### config.mk
export PLATFORM = sky130hd
export DESIGN_NAME = audio_voice_mixer
export DESIGN_NICKNAME = d
export VERILOG_FILES = /design/src/rtl/audio_voice_mixer.sv
export SDC_FILE = /design/constraint.sdc
export NUM_CORES = 1
export LEC_CHECK = 0
export ABC_AREA = 0
export BUFFER_PORTS_ARGS = -buffer_cell sky130_fd_sc_hd__buf_2
export CAP_MARGIN = 20
export CORE_MARGIN = 1.5
export CORE_UTILIZATION = 30
export DETAILED_ROUTE_END_ITERATION = 10
export SYNTH_ARGS = -nofsm -noshare
export SYNTH_HDL_FRONTEND = slang
export SYNTH_SLANG_ARGS = --single-unit
### constraint.sdc
create_clock -name clk -period 9 [get_ports clk]
set_input_delay 1.35 -clock clk [delete_from_list [all_inputs] [get_ports clk]]
set_output_delay 1.35 -clock clk [all_outputs]
set_load 0.005 [all_outputs]
### src/rtl/audio_voice_mixer.sv
// audio_voice_mixer
//
// Snapshots NUM_VOICES signed voice samples on each rising edge of sample_clock,
// scales each by an unsigned per-voice volume (255 ~ unity), sums them one voice
// per clk, then floors and saturates the result to a BITDEPTH-bit signed mix.
// A first-order sigma-delta modulator turns the held mix into a 1-bit stream.
//
// Ports
//   clk           system clock, all logic on its rising edge
//   rst           synchronous active-high reset
//   sample_clock  slow level input; a low->high transition starts one mix
//   voice_in      packed signed voice samples, voice i at [i*BITDEPTH +: BITDEPTH]
//   volume        packed unsigned volumes, voice i at [i*VOLUME_BITS +: VOLUME_BITS]
//   clip_clear    single-cycle pulse clearing the sticky clip flag
//   mix_out       saturated signed mix, held between updates
//   mix_valid     one-cycle pulse when mix_out updates
//   clip          sticky flag, set when a mix saturates
//   pdm_out       pulse-density bitstream of mix_out
module audio_voice_mixer #(
    parameter int BITDEPTH    = 14,
    parameter int NUM_VOICES  = 4,
    parameter int VOLUME_BITS = 8
) (
    input  logic                              clk,
    input  logic                              rst,
    input  logic                              sample_clock,
    input  logic [NUM_VOICES*BITDEPTH-1:0]    voice_in,
    input  logic [NUM_VOICES*VOLUME_BITS-1:0] volume,
    input  logic                              clip_clear,
    output logic [BITDEPTH-1:0]               mix_out,
    output logic                              mix_valid,
    output logic                              clip,
    output logic                              pdm_out
);

    localparam int PROD_W = BITDEPTH + VOLUME_BITS;
    localparam int ACC_W  = PROD_W + $clog2(NUM_VOICES);
    localparam int IDX_W  = (NUM_VOICES > 1) ? $clog2(NUM_VOICES) : 1;

    localparam logic [1:0] IDLE  = 2'd0;
    localparam logic [1:0] ACCUM = 2'd1;
    localparam logic [1:0] DONE  = 2'd2;

    localparam logic signed [ACC_W-1:0] MIX_MAX = ACC_W'(2 ** (BITDEPTH - 1) - 1);
    localparam logic signed [ACC_W-1:0] MIX_MIN = ~MIX_MAX;

    logic [1:0]                        state_q, state_d;
    logic                              sc_prev_q;
    logic [NUM_VOICES*BITDEPTH-1:0]    voice_snap_q, voice_snap_d;
    logic [NUM_VOICES*VOLUME_BITS-1:0] vol_snap_q, vol_snap_d;
    logic signed [ACC_W-1:0]           acc_q, acc_d;
    logic [IDX_W-1:0]                  idx_q, idx_d;
    logic [BITDEPTH-1:0]               mix_q, mix_d;
    logic                              valid_q, valid_d;
    logic                              clip_q, clip_d;
    logic [BITDEPTH:0]                 pdm_acc_q, pdm_acc_d;

    logic                              start;
    logic [BITDEPTH-1:0]               cur_voice;
    logic [VOLUME_BITS-1:0]            cur_vol;
    logic signed [PROD_W-1:0]          voice_ext, vol_ext, product;
    logic signed [ACC_W-1:0]           shifted;
    logic [BITDEPTH-1:0]               pdm_u;

    assign start = sample_clock & ~sc_prev_q;

    // Select the snapshot entry addressed by idx.
    always_comb begin
        cur_voice = '0;
        cur_vol   = '0;
        for (int i = 0; i < NUM_VOICES; i++) begin
            if (idx_q == IDX_W'(i)) begin
                cur_voice = voice_snap_q[i*BITDEPTH +: BITDEPTH];
                cur_vol   = vol_snap_q[i*VOLUME_BITS +: VOLUME_BITS];
            end
        end
    end

    // Volume is unsigned, so it is zero-extended before the signed multiply.
    // The true product always fits in PROD_W signed bits.
    always_comb begin
        voice_ext = PROD_W'($signed(cur_voice));
        vol_ext   = PROD_W'({1'b0, cur_vol});
        product   = voice_ext * vol_ext;
    end

    assign shifted = acc_q >>> VOLUME_BITS;

    // Offset-binary view of the mix: flip the sign bit.
    assign pdm_u = {~mix_q[BITDEPTH-1], mix_q[BITDEPTH-2:0]};

    always_comb begin
        state_d      = state_q;
        voice_snap_d = voice_snap_q;
        vol_snap_d   = vol_snap_q;
        acc_d        = acc_q;
        idx_d        = idx_q;
        mix_d        = mix_q;
        valid_d      = 1'b0;
        clip_d       = clip_q;

        if (clip_clear) begin
            clip_d = 1'b0;
        end

        case (state_q)
            IDLE: begin
                if (start) begin
                    voice_snap_d = voice_in;
                    vol_snap_d   = volume;
                    acc_d        = '0;
                    idx_d        = '0;
                    state_d      = ACCUM;
                end
            end
            ACCUM: begin
                acc_d = acc_q + ACC_W'(product);
                idx_d = idx_q + IDX_W'(1);
                if (idx_q == IDX_W'(NUM_VOICES - 1)) begin
                    state_d = DONE;
                end
            end
            DONE: begin
                valid_d = 1'b1;
                state_d = IDLE;
                // A saturation overrides a same-cycle clip_clear.
                if (shifted > MIX_MAX) begin
                    mix_d  = MIX_MAX[BITDEPTH-1:0];
                    clip_d = 1'b1;
                end else if (shifted < MIX_MIN) begin
                    mix_d  = MIX_MIN[BITDEPTH-1:0];
                    clip_d = 1'b1;
                end else begin
                    mix_d = shifted[BITDEPTH-1:0];
                end
            end
            default: begin
                state_d = IDLE;
            end
        endcase
    end

    // Carry out of the low BITDEPTH bits is the output bit; it is dropped
    // before the next add so the accumulator never grows.
    assign pdm_acc_d = {1'b0, pdm_acc_q[BITDEPTH-1:0]} + {1'b0, pdm_u};

    always_ff @(posedge clk) begin
        if (rst) begin
            state_q      <= IDLE;
            sc_prev_q    <= 1'b1;  // a level already high at release is not an edge
            voice_snap_q <= '0;
            vol_snap_q   <= '0;
            acc_q        <= '0;
            idx_q        <= '0;
            mix_q        <= '0;
            valid_q      <= 1'b0;
            clip_q       <= 1'b0;
            pdm_acc_q    <= '0;
        end else begin
            state_q      <= state_d;
            sc_prev_q    <= sample_clock;
            voice_snap_q <= voice_snap_d;
            vol_snap_q   <= vol_snap_d;
            acc_q        <= acc_d;
            idx_q        <= idx_d;
            mix_q        <= mix_d;
            valid_q      <= valid_d;
            clip_q       <= clip_d;
            pdm_acc_q    <= pdm_acc_d;
        end
    end

    assign mix_out   = mix_q;
    assign mix_valid = valid_q;
    assign clip      = clip_q;
    assign pdm_out   = pdm_acc_q[BITDEPTH];

endmodule
==> flow_summary.ini <==
[die]
ios = 109
rows = 70
fp.dieH_um = 197.1
dieArea_sq_um = 38830
die_w_um = 197.1
start_util = 0.3064
coreArea_sq_um = 36870

[sta]
fin_skew_ps = 16.53
max_freq_ghz = 0.1221
tightest_slew_ps = 1015
rsz0062_at_grt = no
finalSetupViolCount = 0
slew_violations = 0
slew-limit-headroom = 0.3236
min_period_over_period = 0.9101
period_minus_slack_ps = 8191
setup_tns_ps = 0
hold_violations = 0

[yosys]
synth_commonest_cells = nand2_1, a21oi_1, nor2_1, inv_1, dfxtp_1
syn_area_sq_um = 11300
synth_ff_type = dfxtp_1
ys_warn_count = 0
yosysMostFrequentCell = nand2_1
syn_nets = 1747
netlist_instances = 1481
synth_seq_cells = 148
ys_top_cells_by_area = dfxtp_1, fa_1, a21oi_1
synth_top_area_cell = dfxtp_1
syn_area_per_cell_sq_um = 7.629
yosysTopAreaCellShare = 0.2622
synth_edf_count = 0
synth_seq_area_share = 0.2622
netlist-cell-type-count = 59
async_reset_ff_frac = 0

[clock_network]
hold_buffers = 0
clock_latency_ps = 440
cts.path.max_buffers = 2
clk_pin_slew_ps = 70
cts_htree_levels = 4
ctsResizeCount = 0
cts_tree = done
cts_buffers = 17
post_cts_buffers = 0
cts_sinks = 148
cts-root-buf = clkbuf_16

[placed_design]
io_buffers = 108
place.gp.congestion = 0.8915
dpl-instance-area_sq_um = 12280
dpl.hpwl_mm = 20.74

[global_route]
grt_pass1_vias = 9390
grtUsageTotal = 0.1420
overflow = 0
grt_pass1_wl_mm = 45.13
antenna_found_initial = 0
grt_max_degree = 94

[detailed_routing]
totalWireLength_mm = 26.61
post_drt_wl_per_cell_um = 12.89
first_pass_iters = 5
drc = 0
via_count = 9530
vias_per_cell = 4.617
drtIter0Drc = 522
drtAntennaViolNets = 0

[power_and_ir_drop]
power_density_nw_per_um2 = 119.3
vdd_ir_drop_max_uv = 111.8
leakagePower_nw = 5.927

[critical_path]
crit_path_end_kind = flip-flop
critPathArrivalTime_ps = 8460
cp_common_cell = a21oi_1
critPathMaxStageDelay_ps = 810
critical_path_class = flip-flop to flip-flop
worstPathRequired_ps = 9270
critPathMaxFanout = 44
crit_path_top_delay_cell = a21oi_1
worstSetupStartpointType = flip-flop

[layout]
multi_input_area_sq_um = 7458
fin_area_sq_um = 12870
seqCellArea_sq_um = 2963
num-fill-cells = 3901
layout.nets = 1814
syn_to_final_growth_pct = 13.91
antennaDiodeCount = 0
drive_gt1_frac = 0.1147

[flow_run]
maxCapViolations = 0

[worst_hold_path]
hold_class = flip-flop to flip-flop

[outcome]
status = completed
## per-layer routing
metal,global-route usage,wire length (um),up-vias
met2,0.2258,11900,192
met1,0.2001,13360,4410
met4,0.03478,299,0
met5,0,0,-
met3,0.02373,1054,21
li1,-,-,4907
## state kept, by name, indices dropped and copies added, names as in the netlist
signal	flops
idx_q	2
pdm_acc_q	15
sc_prev_q	1
state_q	2
vol_snap_q	32
clip	1
voice_snap_q	56
acc_q	24
mix_valid	1
mix_out	14
## report_power, final
group | total (W) | internal, W | switching (W)
Clock | 0.000721 | 0.000418 | 0.000302
Sequential | 0.000680 | 0.000670 | 0.00000956
Combinational | 0.000135 | 0.0000481 | 0.0000867
Total | 0.00154 | 0.00114 | 0.000398
## layout by cell type (no fill, tap or decap), types with 7 or more instances in the layout
cell type  count
nand2_1      283
a21oi_1      214
nor2_1       174
inv_1        155
dfxtp_1      148
buf_2        107
fa_1          90
ha_1          83
xnor2_1       33
nand3_1       27
o21ai_0       25
a21o_1        23
nand2b_1      17
clkbuf_16     17
xor2_1        15
buf_4         15
nor3_1        14
nor2b_1       13
or2_2         10
o21ai_1       10
a31oi_1        7
## worst max-delay path: cells and delay by family (launching register included)
family,cells,cell delay [ps]
muxes,1,210
adders and majority gates,7,2870
AOI/OAI and AO/OA,13,3220
xor gates and xnor gates,2,260
DFF,1,340
and+or+nand+nor,6,550
buffers and inverters,4,560
## logic make-up after synthesis
kind of cell,count (synthesis),synth area share
AO/OA/AOI/OAI,319,0.1600
XOR/XNOR,48,0.03721
adder cells (fa/ha/maj),174,0.2525
buffers and inverters,229,0.07874
flip-flops,148,0.2622
multiplexers,2,0.001772
AND/OR/NAND/NOR,561,0.2075
## final timing paths
check / startpoint / end / slack [ps] / cells after the start
max: idx_q[1]$_SDFFE_PP0P_ / acc_q[23]$_SDFFE_PP0P_ / 810 / 33
min reg2reg: voice_snap_q[10]$_SDFFE_PP0P_ / voice_snap_q[10]$_SDFFE_PP0P_ / 450 / 2
max reg2reg: idx_q[1]$_SDFFE_PP0P_ / acc_q[23]$_SDFFE_PP0P_ / 810 / 33
min: voice_snap_q[10]$_SDFFE_PP0P_ / voice_snap_q[10]$_SDFFE_PP0P_ / 450 / 2
## final cells by class
| class | instances | area share |
|---|---|---|
| multi-input combinational | 1104 | 0.5795 |
| sequential | 148 | 0.2302 |
| timing repair buffer | 122 | 0.05036 |
| tap | 504 | 0.04900 |
| inverter | 155 | 0.04521 |
| clock buffer | 18 | 0.03412 |
| clock inverter | 13 | 0.01157 |
## metrics by stage
step           std cells    util  power [W]  hold slack [ps]  worst slack [ps]
4_1_cts             2064  0.3490   0.001551            457.2             777.3
5_1_grt             2064  0.3490   0.001600            473.0             103.7
3_3_place_gp        2033  0.3331  0.0008274            443.1              1059
2_1_floorplan       1481       -  0.0007805            433.9              1575
3_5_place_dp        2033  0.3331  0.0008297            448.3             830.8
6_report            2064  0.3490   0.001535            454.5             809.3
Note: power is estimated with default switching activity, not from simulation.
